===== config.mk =====
export PLATFORM = sky130hd
export DESIGN_NAME = alu_seq
export DESIGN_NICKNAME = d
export VERILOG_FILES = /design/src/rtl/alu_seq_pkg.sv /design/src/rtl/alu_seq_mul_iter.sv /design/src/rtl/alu_seq.sv
export SDC_FILE = /design/constraint.sdc
export NUM_CORES = 1
export LEC_CHECK = 0
export CORE_MARGIN = 2
export CORE_UTILIZATION = 53
export DETAILED_ROUTE_END_ITERATION = 8
export GPL_TIMING_DRIVEN = 0
export HOLD_SLACK_MARGIN = 0.05
export PLACE_DENSITY = 0.74
export SYNTH_ARGS = -nofsm -noshare
export SYNTH_HDL_FRONTEND = slang
export SYNTH_SLANG_ARGS = --single-unit

===== constraint.sdc =====
create_clock -name clk -period 6.85 [get_ports clk]
set_input_delay 1.0275 -clock clk [delete_from_list [all_inputs] [get_ports clk]]
set_output_delay 1.0275 -clock clk [all_outputs]
set_load 0.02 [all_outputs]

===== src/rtl/alu_seq_pkg.sv =====
// Shared codes for the sequential ALU: function codes, mode codes, FSM encodings
// and the packed flag bundle carried from the datapath to the output registers.
package alu_seq_pkg;

  localparam logic [1:0] ALU_MODE_LOGIC = 2'd0;
  localparam logic [1:0] ALU_MODE_SHIFT = 2'd1;
  localparam logic [1:0] ALU_MODE_MUL   = 2'd2;
  localparam logic [1:0] ALU_MODE_RSVD  = 2'd3;

  localparam logic [4:0] ALU_F_A   = 5'd0;
  localparam logic [4:0] ALU_F_NOT = 5'd1;
  localparam logic [4:0] ALU_F_AND = 5'd2;
  localparam logic [4:0] ALU_F_OR  = 5'd3;
  localparam logic [4:0] ALU_F_XOR = 5'd4;
  localparam logic [4:0] ALU_F_ADD = 5'd5;
  localparam logic [4:0] ALU_F_SUB = 5'd6;

  localparam logic [4:0] ALU_F_SHIFT_SHL = 5'd0;
  localparam logic [4:0] ALU_F_SHIFT_SHR = 5'd1;

  localparam logic [1:0] ST_IDLE = 2'd0;
  localparam logic [1:0] ST_EXEC = 2'd1;
  localparam logic [1:0] ST_MUL  = 2'd2;

  typedef struct packed {
    logic c;
    logic z;
    logic v;
    logic n;
  } alu_flags_t;

endpackage


===== src/rtl/alu_seq_mul_iter.sv =====
// Iterative unsigned shift-add multiplier: one multiplier bit per cycle, WIDTH cycles.
// done is high during the final iteration; prod then holds the finished product.
module alu_mul_iter #(
  parameter int WIDTH = 16
) (
  input  logic               clk,
  input  logic               reset,
  input  logic               start,
  input  logic [WIDTH-1:0]   a,
  input  logic [WIDTH-1:0]   b,
  output logic               done,
  output logic [2*WIDTH-1:0] prod
);

  localparam int CW = $clog2(WIDTH) + 1;

  logic               run_p1;
  logic [CW-1:0]      cnt_p1;
  logic [WIDTH-1:0]   mcand_p1;
  logic [2*WIDTH-1:0] acc_p1;
  logic [WIDTH:0]     part;

  // acc holds {partial high, remaining multiplier bits}; each step adds and shifts right
  always_comb begin
    part = {1'b0, acc_p1[2*WIDTH-1:WIDTH]} + (acc_p1[0] ? {1'b0, mcand_p1} : '0);
    prod = {part, acc_p1[WIDTH-1:1]};
    done = run_p1 && (cnt_p1 == CW'(1));
  end

  always_ff @(posedge clk) begin
    if (reset) begin
      run_p1 <= 1'b0;
      cnt_p1 <= '0;
    end else if (start && !run_p1) begin
      run_p1 <= 1'b1;
      cnt_p1 <= CW'(WIDTH);
    end else if (run_p1) begin
      cnt_p1 <= cnt_p1 - CW'(1);
      if (done) run_p1 <= 1'b0;
    end
  end

  always_ff @(posedge clk) begin
    if (start && !run_p1) begin
      mcand_p1 <= a;
      acc_p1   <= {{WIDTH{1'b0}}, b};
    end else if (run_p1) begin
      acc_p1 <= prod;
    end
  end

endmodule


===== src/rtl/alu_seq.sv =====
// Registered ALU with 74181-style logic/arithmetic, shifts and an iterative multiplier,
// driven by a start/busy/done handshake from the control unit.
module alu_seq
  import alu_seq_pkg::*;
#(
  parameter int WIDTH = 16,
  parameter int SHW   = $clog2(WIDTH)
) (
  input  logic             clk,
  input  logic             reset,
  input  logic             start,
  input  logic [1:0]       mode,
  input  logic [4:0]       f,
  input  logic [WIDTH-1:0] a,
  input  logic [WIDTH-1:0] b,
  input  logic             cin,
  output logic [WIDTH-1:0] y,
  output logic [WIDTH-1:0] hi,
  output logic             cout,
  output logic             zout,
  output logic             vout,
  output logic             nout,
  output logic             err,
  output logic             busy,
  output logic             done
);

  function automatic logic [WIDTH:0] shl_out(input logic [WIDTH-1:0] x, input logic [SHW-1:0] s);
    return {1'b0, x} << s;
  endfunction

  // Guard bit below the LSB catches the last bit shifted out on a right shift
  function automatic logic [WIDTH:0] shr_out(input logic [WIDTH-1:0] x, input logic [SHW-1:0] s);
    return {x, 1'b0} >> s;
  endfunction

  function automatic logic add_ovf(input logic sa, input logic sb, input logic sr);
    return (sa == sb) && (sr != sa);
  endfunction

  logic [1:0]         state_p1;
  logic               vld_p1;
  logic [WIDTH-1:0]   y_p1;
  logic [WIDTH-1:0]   hi_p1;
  alu_flags_t         fl_p1;
  logic               err_p1;

  logic [WIDTH-1:0]   sc_y;
  alu_flags_t         sc_fl;
  logic               sc_err;
  logic [WIDTH:0]     sc_sum;
  logic [WIDTH:0]     sc_sh;

  logic               mul_go;
  logic               mul_done;
  logic [2*WIDTH-1:0] mul_prod;
  alu_flags_t         mul_fl;

  always_comb begin
    sc_y   = a;
    sc_fl  = '0;
    sc_err = 1'b0;
    sc_sum = '0;
    sc_sh  = '0;
    case (mode)
      ALU_MODE_LOGIC: begin
        case (f)
          ALU_F_A:   sc_y = a;
          ALU_F_NOT: sc_y = ~a;
          ALU_F_AND: sc_y = a & b;
          ALU_F_OR:  sc_y = a | b;
          ALU_F_XOR: sc_y = a ^ b;
          ALU_F_ADD: begin
            sc_sum  = {1'b0, a} + {1'b0, b} + {{WIDTH{1'b0}}, cin};
            sc_y    = sc_sum[WIDTH-1:0];
            sc_fl.c = sc_sum[WIDTH];
            sc_fl.v = add_ovf(a[WIDTH-1], b[WIDTH-1], sc_sum[WIDTH-1]);
          end
          ALU_F_SUB: begin
            sc_sum  = {1'b0, a} + {1'b0, ~b} + {{WIDTH{1'b0}}, cin};
            sc_y    = sc_sum[WIDTH-1:0];
            sc_fl.c = sc_sum[WIDTH];
            sc_fl.v = add_ovf(a[WIDTH-1], ~b[WIDTH-1], sc_sum[WIDTH-1]);
          end
          default:   sc_err = 1'b1;
        endcase
      end
      ALU_MODE_SHIFT: begin
        case (f)
          ALU_F_SHIFT_SHL: begin
            sc_sh   = shl_out(a, b[SHW-1:0]);
            sc_y    = sc_sh[WIDTH-1:0];
            sc_fl.c = sc_sh[WIDTH];
          end
          ALU_F_SHIFT_SHR: begin
            sc_sh   = shr_out(a, b[SHW-1:0]);
            sc_y    = sc_sh[WIDTH:1];
            sc_fl.c = sc_sh[0];
          end
          default: sc_err = 1'b1;
        endcase
      end
      ALU_MODE_MUL:  sc_y   = a;
      ALU_MODE_RSVD: sc_err = 1'b1;
      default:       sc_err = 1'b1;
    endcase
    sc_fl.z = (sc_y == '0);
    sc_fl.n = sc_y[WIDTH-1];
  end

  always_comb begin
    mul_fl   = '0;
    mul_fl.c = (mul_prod[2*WIDTH-1:WIDTH] != '0);
    mul_fl.z = (mul_prod == '0);
    mul_fl.n = mul_prod[2*WIDTH-1];
  end

  assign mul_go = start && (state_p1 != ST_MUL) && (mode == ALU_MODE_MUL);

  alu_mul_iter #(.WIDTH(WIDTH)) u_mul (
    .clk   (clk),
    .reset (reset),
    .start (mul_go),
    .a     (a),
    .b     (b),
    .done  (mul_done),
    .prod  (mul_prod)
  );

  // Stage p1: output registers, loaded on accept (single-cycle) or on the final multiply step
  always_ff @(posedge clk) begin
    if (reset) begin
      state_p1 <= ST_IDLE;
      vld_p1   <= 1'b0;
      y_p1     <= '0;
      hi_p1    <= '0;
      fl_p1    <= '0;
      err_p1   <= 1'b0;
    end else begin
      vld_p1 <= 1'b0;
      case (state_p1)
        ST_MUL: begin
          if (mul_done) begin
            state_p1 <= ST_IDLE;
            vld_p1   <= 1'b1;
            y_p1     <= mul_prod[WIDTH-1:0];
            hi_p1    <= mul_prod[2*WIDTH-1:WIDTH];
            fl_p1    <= mul_fl;
            err_p1   <= 1'b0;
          end
        end
        default: begin
          if (start) begin
            if (mode == ALU_MODE_MUL) begin
              state_p1 <= ST_MUL;
            end else begin
              state_p1 <= ST_EXEC;
              vld_p1   <= 1'b1;
              y_p1     <= sc_y;
              hi_p1    <= '0;
              fl_p1    <= sc_fl;
              err_p1   <= sc_err;
            end
          end else begin
            state_p1 <= ST_IDLE;
          end
        end
      endcase
    end
  end

  assign y    = y_p1;
  assign hi   = hi_p1;
  assign cout = fl_p1.c;
  assign zout = fl_p1.z;
  assign vout = fl_p1.v;
  assign nout = fl_p1.n;
  assign err  = err_p1;
  assign busy = (state_p1 == ST_MUL);
  assign done = vld_p1;

endmodule


== Word-level counts from Yosys, hierarchy flattened ==
Index checks and enable logic that the tools add are counted.

* Register bits after elaboration: 94
* Input port bits: 43
* Output and inout port bits: 39
* Word-level logic and storage cells: 108

* Add/subtract/negate cells: 6
* Equal/unequal tests: 18
* Shifts and indexed selects: 2
* Muxes and demuxes: 43
* Bitwise gates (word level): 6
* Reductions and logical operators: 18

{| class="wikitable"
|+ Operators with widths
! kind !! number
|-
| 16-bit 2-to-1 mux || 11
|-
| 16-bit case mux with 6 select lines || 1
|-
| 16-bit case mux with 2 select lines || 2
|-
| 16-bit by 16-bit adder with 17-bit output || 3
|-
| 17-bit by 1-bit adder with 17-bit output || 2
|-
| 32-bit zero test || 1
|-
| 16-bit inverter || 2
|-
| 16-bit by 4-bit left shift with 17-bit output || 1
|-
| 17-bit by 4-bit right shift with 17-bit output || 1
|-
| 16-bit AND || 1
|-
| 16-bit zero test || 1
|-
| 4-bit 2-to-1 mux || 4
|-
| 16-bit bitwise OR || 1
|-
| 16-bit nonzero test || 1
|-
| 16-bit bitwise XOR || 1
|-
| 5-bit by 3-bit == test with 1-bit output (second input constant) || 3
|-
| 1-bit 2-to-1 mux || 14
|-
| 5-bit by 1-bit == test with 1-bit output (second input constant) || 2
|-
| 5-bit by 2-bit == test with 1-bit output (second input constant) || 2
|-
| 5-bit 2-to-1 mux || 2
|-
| 2-bit 2-to-1 mux || 4
|-
| 1-bit case mux with 2 select lines || 4
|-
| 7-bit OR reduction || 1
|-
| 2-bit == test (second input constant) || 3
|-
| 15 further kinds || 25
|}

== Depth between registers and ports, before layout ==
* Word-level depth: 10
* Mapped depth: 18
* Gate-level depth less buffers: 14

== Modules after synthesis ==
A second synthesis with hierarchy kept.

* Cells, all modules: 1213
* Area, all modules: 9987.1 sq um

{| class="wikitable"
|+ By module, submodules not included
! module !! instances !! cells each !! area each (sq um) !! seq. area each (sq um)
|-
| alu_seq || 1 || 930 || 6924.1 || 800.8
|-
| alu_mul_iter || 1 || 283 || 3062.9 || 1401.3
|}

== Least setup slack after synthesis ==
OpenSTA, ideal clock, no wires.

* Kind: input-to-reg
* From: input b[0]
* To: register fl_p1, in the netlist zout
* Library setup time: 0.087 ns
* Data arrival time: 5.271 ns
* Data required time: 6.763 ns
* Slack: 1.492 ns
* Cell stages on the path: 18
* Path buffers: 5
* Cells stage by stage: buf_2 buf_2 buf_2 buf_2 buf_2 inv_1 fa_1 fa_1 nor2b_1 o221a_2 o21ai_0 a22o_1 a2111oi_0 o32a_1 nand4_1 or4_1 or4_1 o31ai_1

* Word-level cells in the longest chain between the ends: 9
* Elaborated cells on any way between the ends: 17
* Classes of those cells: add/sub (4); shift (2); mux (6); bitwise (4); reduce/logical (1)

{| class="wikitable"
|+ RTL lines
! what !! line !! text
|-
| start: declaration || alu_seq.sv:15 || <nowiki>input logic [WIDTH-1:0] b,</nowiki>
|-
| 16-bit inverter || alu_seq.sv:80 || <nowiki>sc_sum = {1'b0, a} + {1'b0, ~b} + {{WIDTH{1'b0}}, cin};</nowiki>
|-
| 16-bit by 16-bit adder with 17-bit output || alu_seq.sv:80 ||
|-
| 17-bit by 1-bit adder with 17-bit output || alu_seq.sv:80 ||
|-
| 16-bit case mux with 6 select lines || alu_seq.sv:67 || <nowiki>case (f)</nowiki>
|-
| 16-bit case mux with 2 select lines * || alu_seq.sv:65 || <nowiki>case (mode)</nowiki>
|-
| 16-bit zero test * || alu_seq.sv:107 || <nowiki>sc_fl.z = (sc_y == '0);</nowiki>
|-
| 4-bit 2-to-1 mux * || alu_seq.sv:154 || <nowiki>if (mode == ALU_MODE_MUL) begin</nowiki>
|-
| 4-bit 2-to-1 mux * || alu_seq.sv:153 || <nowiki>if (start) begin</nowiki>
|-
| 4-bit 2-to-1 mux * || alu_seq.sv:141 || <nowiki>case (state_p1)</nowiki>
|-
| end signal: assignment || alu_seq.sv:148 || <nowiki>fl_p1 <= mul_fl;</nowiki>
|-
| end signal: assignment || alu_seq.sv:161 || <nowiki>fl_p1 <= sc_fl;</nowiki>
|-
| end: declaration || alu_seq.sv:45 || <nowiki>alu_flags_t fl_p1;</nowiki>
|}

Mark *: on every way between the ends. The rest lies on a longest branch, timed or not. The select of a mux whose other input is x is not followed.
A chain may end at the register's enable or synchronous reset.

== Worst setup path after layout ==
Ends and elaborated chain as after synthesis.

==> run_summary.xml <==
<?xml version="1.0" encoding="UTF-8"?>
<metrics>
  <group name="sta">
    <metric name="report.final.setup_viol" unit="">0</metric>
    <metric name="min_period_over_period" unit="%">96.1</metric>
    <metric name="rsz0062_at_grt" unit="">false</metric>
    <metric name="max_slew.worst_pin.slew" unit="ps">1170</metric>
    <metric name="max_freq" unit="MHz">152</metric>
    <metric name="worst_slack" unit="ps">266</metric>
    <metric name="worst_clock_skew" unit="ps">15.3</metric>
    <metric name="timing_max_transition_violations_final" unit="">0</metric>
    <metric name="final_critical_path_time_including_i_o_delays_and_setup" unit="ps">6580</metric>
    <metric name="report.final.hold_viol_count" unit="">0</metric>
    <metric name="relSlewSlack" unit="%">19.8</metric>
  </group>
  <group name="logic_synthesis">
    <metric name="synth.yosys.warnings" unit="">0</metric>
    <metric name="synth.top_cells.by_count" unit="">nor2_1, nand2_1, ha_1</metric>
    <metric name="yosysTopAreaCellShare" unit="%">13.8</metric>
    <metric name="synth.net_count" unit="">1214</metric>
    <metric name="unique_cell_type_count_in_the_yosys_netlist" unit="">77</metric>
    <metric name="netlist_area" unit="um^2">8960</metric>
    <metric name="synthesized_area_divided_by_synthesized_cell_count" unit="um^2">8.22</metric>
    <metric name="leading_area_contributor_after_synthesis" unit="">dfxtp_1</metric>
    <metric name="synth_edf_count" unit="">32</metric>
    <metric name="synth_sequential_area_ratio" unit="%">24.6</metric>
    <metric name="synth.top_cells.by_area" unit="">dfxtp_1, edfxtp_1, ha_1, a21oi_1, mux2i_1</metric>
    <metric name="yosys.cell_count.top_type" unit="">nor2_1</metric>
    <metric name="synthFlopType" unit="">dfxtp_1</metric>
    <metric name="syn_inst" unit="">1091</metric>
    <metric name="ys_ff_latch" unit="">94</metric>
    <metric name="ys_async_sr_fraction" unit="%">0</metric>
  </group>
  <group name="grt">
    <metric name="grt.overflow.total" unit="">0</metric>
    <metric name="track_usage" unit="%">35.4</metric>
    <metric name="grt_max_degree" unit="">26</metric>
    <metric name="first_global_vias" unit="">8885</metric>
    <metric name="grt_antenna_before_repair" unit="">0</metric>
    <metric name="global_route_wire_length_before_repair" unit="um">49700</metric>
  </group>
  <group name="place">
    <metric name="hpwl" unit="um">24700</metric>
    <metric name="dp.cells" unit="">1390</metric>
    <metric name="place_congestion" unit="">1.10</metric>
    <metric name="pre_cts_slack" unit="ps">-267</metric>
    <metric name="port_buffers" unit="">79</metric>
    <metric name="placed_cell_area" unit="um^2">10000</metric>
  </group>
  <group name="critical_path">
    <metric name="worstPathRequired" unit="ps">7110</metric>
    <metric name="critPathArrivalTime" unit="ps">6840</metric>
    <metric name="crit_chain" unit="">clkdlybuf4s50_1, buf_2, buf_2, buf_2, buf_2, buf_2, inv_1, fa_1, fa_1, nor2b_1, o221ai_1, a211oi_1, a221o_1, a21o_1, a2111oi_0, a211oi_1, o32ai_1, or4_1, o31ai_1</metric>
    <metric name="r2r_slack" unit="ps">2750</metric>
    <metric name="worst_path_largest_cell_delay" unit="ps">590</metric>
    <metric name="timing.critical_path.buf_inv" unit="">7</metric>
    <metric name="cp_common_cell" unit="">buf_2</metric>
    <metric name="timing_worst_setup_path_type" unit="">in -&gt; reg</metric>
    <metric name="critPathTopFamily" unit="">buffers and inverters</metric>
    <metric name="timing.critical_path.from_type" unit="">input pin</metric>
    <metric name="critPathMaxFanout" unit="">10</metric>
    <metric name="end_kind" unit="">flip-flop</metric>
    <metric name="worst_path_max_delay_cell" unit="">or4_1</metric>
  </group>
  <group name="routing">
    <metric name="vias_per_cell" unit="">6.70</metric>
    <metric name="drt_pass1_iterations" unit="">5</metric>
    <metric name="ant_nets" unit="">0</metric>
    <metric name="route.vias.total" unit="">9426</metric>
    <metric name="wirelength" unit="um">32100</metric>
    <metric name="post-route-drc-count" unit="">0</metric>
    <metric name="wl_per_cell" unit="um">22.8</metric>
    <metric name="drtIter0Drc" unit="">1299</metric>
  </group>
  <group name="run_status">
    <metric name="status" unit="">finished clean</metric>
  </group>
  <group name="die">
    <metric name="io-pin-count" unit="">82</metric>
    <metric name="die-width" unit="um">134</metric>
    <metric name="area_of_the_core" unit="um^2">16600</metric>
    <metric name="initial_standard_cell_utilization_of_the_core" unit="%">54.1</metric>
    <metric name="die_height" unit="um">134</metric>
    <metric name="placement_rows" unit="">47</metric>
    <metric name="die_area" unit="um^2">18000</metric>
  </group>
  <group name="clock_tree">
    <metric name="cts_num_sinks" unit="">94</metric>
    <metric name="cts_tree" unit="">done</metric>
    <metric name="cts_bufs_inserted" unit="">9</metric>
    <metric name="clkLatencyLatePin" unit="ps">350</metric>
    <metric name="number_of_hold_buffers_added_after_cts" unit="">0</metric>
    <metric name="htree_num_levels" unit="">3</metric>
    <metric name="cts_buffer_depth" unit="">2</metric>
    <metric name="clockRootBuffer" unit="">clkbuf_16</metric>
    <metric name="cts.reportedPaths.clkPinSlew" unit="ps">70</metric>
  </group>
  <group name="min_path">
    <metric name="hp-class" unit="">reg -&gt; reg</metric>
  </group>
  <group name="cells_and_area">
    <metric name="areaGrowthSynthToFinish" unit="%">15.5</metric>
    <metric name="finalNetCount" unit="">1304</metric>
    <metric name="proportion_of_layout_cells_with_a_drive_suffix_above_1" unit="%">7.34</metric>
    <metric name="stdcell_area" unit="um^2">10400</metric>
    <metric name="filler_cell_count" unit="">1517</metric>
    <metric name="utilization" unit="%">62.4</metric>
    <metric name="finalNonFillerCells" unit="">1406</metric>
    <metric name="antennaDiodeCount" unit="">0</metric>
  </group>
  <group name="pwr">
    <metric name="power.density" unit="nW/um^2">176</metric>
    <metric name="p_sw_share" unit="%">36.9</metric>
    <metric name="total_switching_power" unit="mW">0.670</metric>
    <metric name="totalPowerFinal" unit="mW">1.82</metric>
    <metric name="p_int" unit="mW">1.15</metric>
    <metric name="power_frac_clock" unit="%">28.4</metric>
    <metric name="total_leakage_power" unit="nW">4.05</metric>
    <metric name="p_comb_share" unit="%">35.7</metric>
    <metric name="seq_power_share" unit="%">35.8</metric>
    <metric name="max-vdd-ir-drop" unit="mV">0.159</metric>
  </group>
  <group name="flow_run">
    <metric name="maxCapViolations" unit="">0</metric>
  </group>
</metrics>
-- cells in the final DEF, fill, tap and decap left out, types with 30 or more instances in the layout --
master            n
ha_1             75
inv_1            64
a21oi_1          74
mux2i_1          36
nand2_1          83
clkdlybuf4s50_1  79
nor3_1           43
clkbuf_1         41
dfxtp_1          62
a22o_1           30
edfxtp_1         32
o21ai_0          60
nor2_1           89
-- flip-flops by register name, indices dropped and copies added (netlist names), 2 cells and up --
name / count
u_mul.mcand_p1: 16
u_mul.cnt_p1: 5
u_mul.acc_p1: 32
hi: 16
y: 16
state_p1: 2
-- cell families after synthesis --
| kind of cell | Yosys count | share of synthesized area, % |
|---|---|---|
| muxes | 75 | 10.3 |
| DFF | 94 | 24.6 |
| xor gates and xnor gates | 18 | 1.76 |
| adders and majority gates | 80 | 11.6 |
| buffers and inverters | 127 | 5.72 |
| and+or+nand+nor | 350 | 19.2 |
| AOI/OAI and AO/OA | 347 | 26.8 |
-- repair_timing --
item	in CTS	in global routing
resized for setup	0	5
setup buffers	0	0
endpoints found under the setup margin	0	3
-- worst reg2reg max path, delay by kind of cell, from the launching register on --
family	cells	cell delay [ps]
AOI/OAI and AO/OA	5	910
DFF	1	470
buffers and inverters	1	80
and+or+nand+nor	5	1720
xor gates and xnor gates	1	200
adders and majority gates	2	650
-- through the flow --
stage | setup TNS (ps) | hold slack, ps
6_report | 0 | 448
5_1_grt | 0 | 461
4_1_cts | 0 | 451
3_5_place_dp | -703 | 439
3_3_place_gp | -477 | 437
2_1_floorplan | 0 | 432
-- power groups by stage --
stage	Sequential [mW]	Clock, mW	Combinational (mW)
2_1_floorplan	0.666	0	0.411
3_3_place_gp	0.662	0	0.618
3_5_place_dp	0.663	0	0.624
4_1_cts	0.651	0.516	0.630
5_1_grt	0.656	0.541	0.697
6_report	0.651	0.516	0.650
-- cell type report --
type | count | area [um^2] | area share (%)
inverters | 65 | 244 | 2.36
multi-input cells | 870 | 6260 | 60.5
plain buffers | 62 | 277 | 2.67
repair buffers | 79 | 791 | 7.64
clock buffers | 10 | 250 | 2.42
clock inverters | 6 | 52.6 | 0.508
well taps | 220 | 275 | 2.66
flip-flops and latches | 94 | 2200 | 21.3
-- layer usage --
metal | GRT usage, % | wire (um) | vias up
li1 | - | - | 4310
met5 | 0 | 0 | -
met4 | 17.8 | 1980 | 0
met2 | 56.0 | 14100 | 612
met3 | 6.84 | 2980 | 139
met1 | 46.3 | 13000 | 4365
-- path summary, 6_finish.rpt --
path / start / to / cells past startpoint
worst max-delay path: b[0] / zout$_SDFFE_PP0P_ / 19
worst max register to register: u_mul.acc_p1[0]$_DFFE_PP_ / zout$_SDFFE_PP0P_ / 14
worst min register to register: err$_SDFFE_PP0P_ / err$_SDFFE_PP0P_ / 2
worst min-delay path: err$_SDFFE_PP0P_ / err$_SDFFE_PP0P_ / 2
No activity file was read; power rests on OpenSTA's default activity.
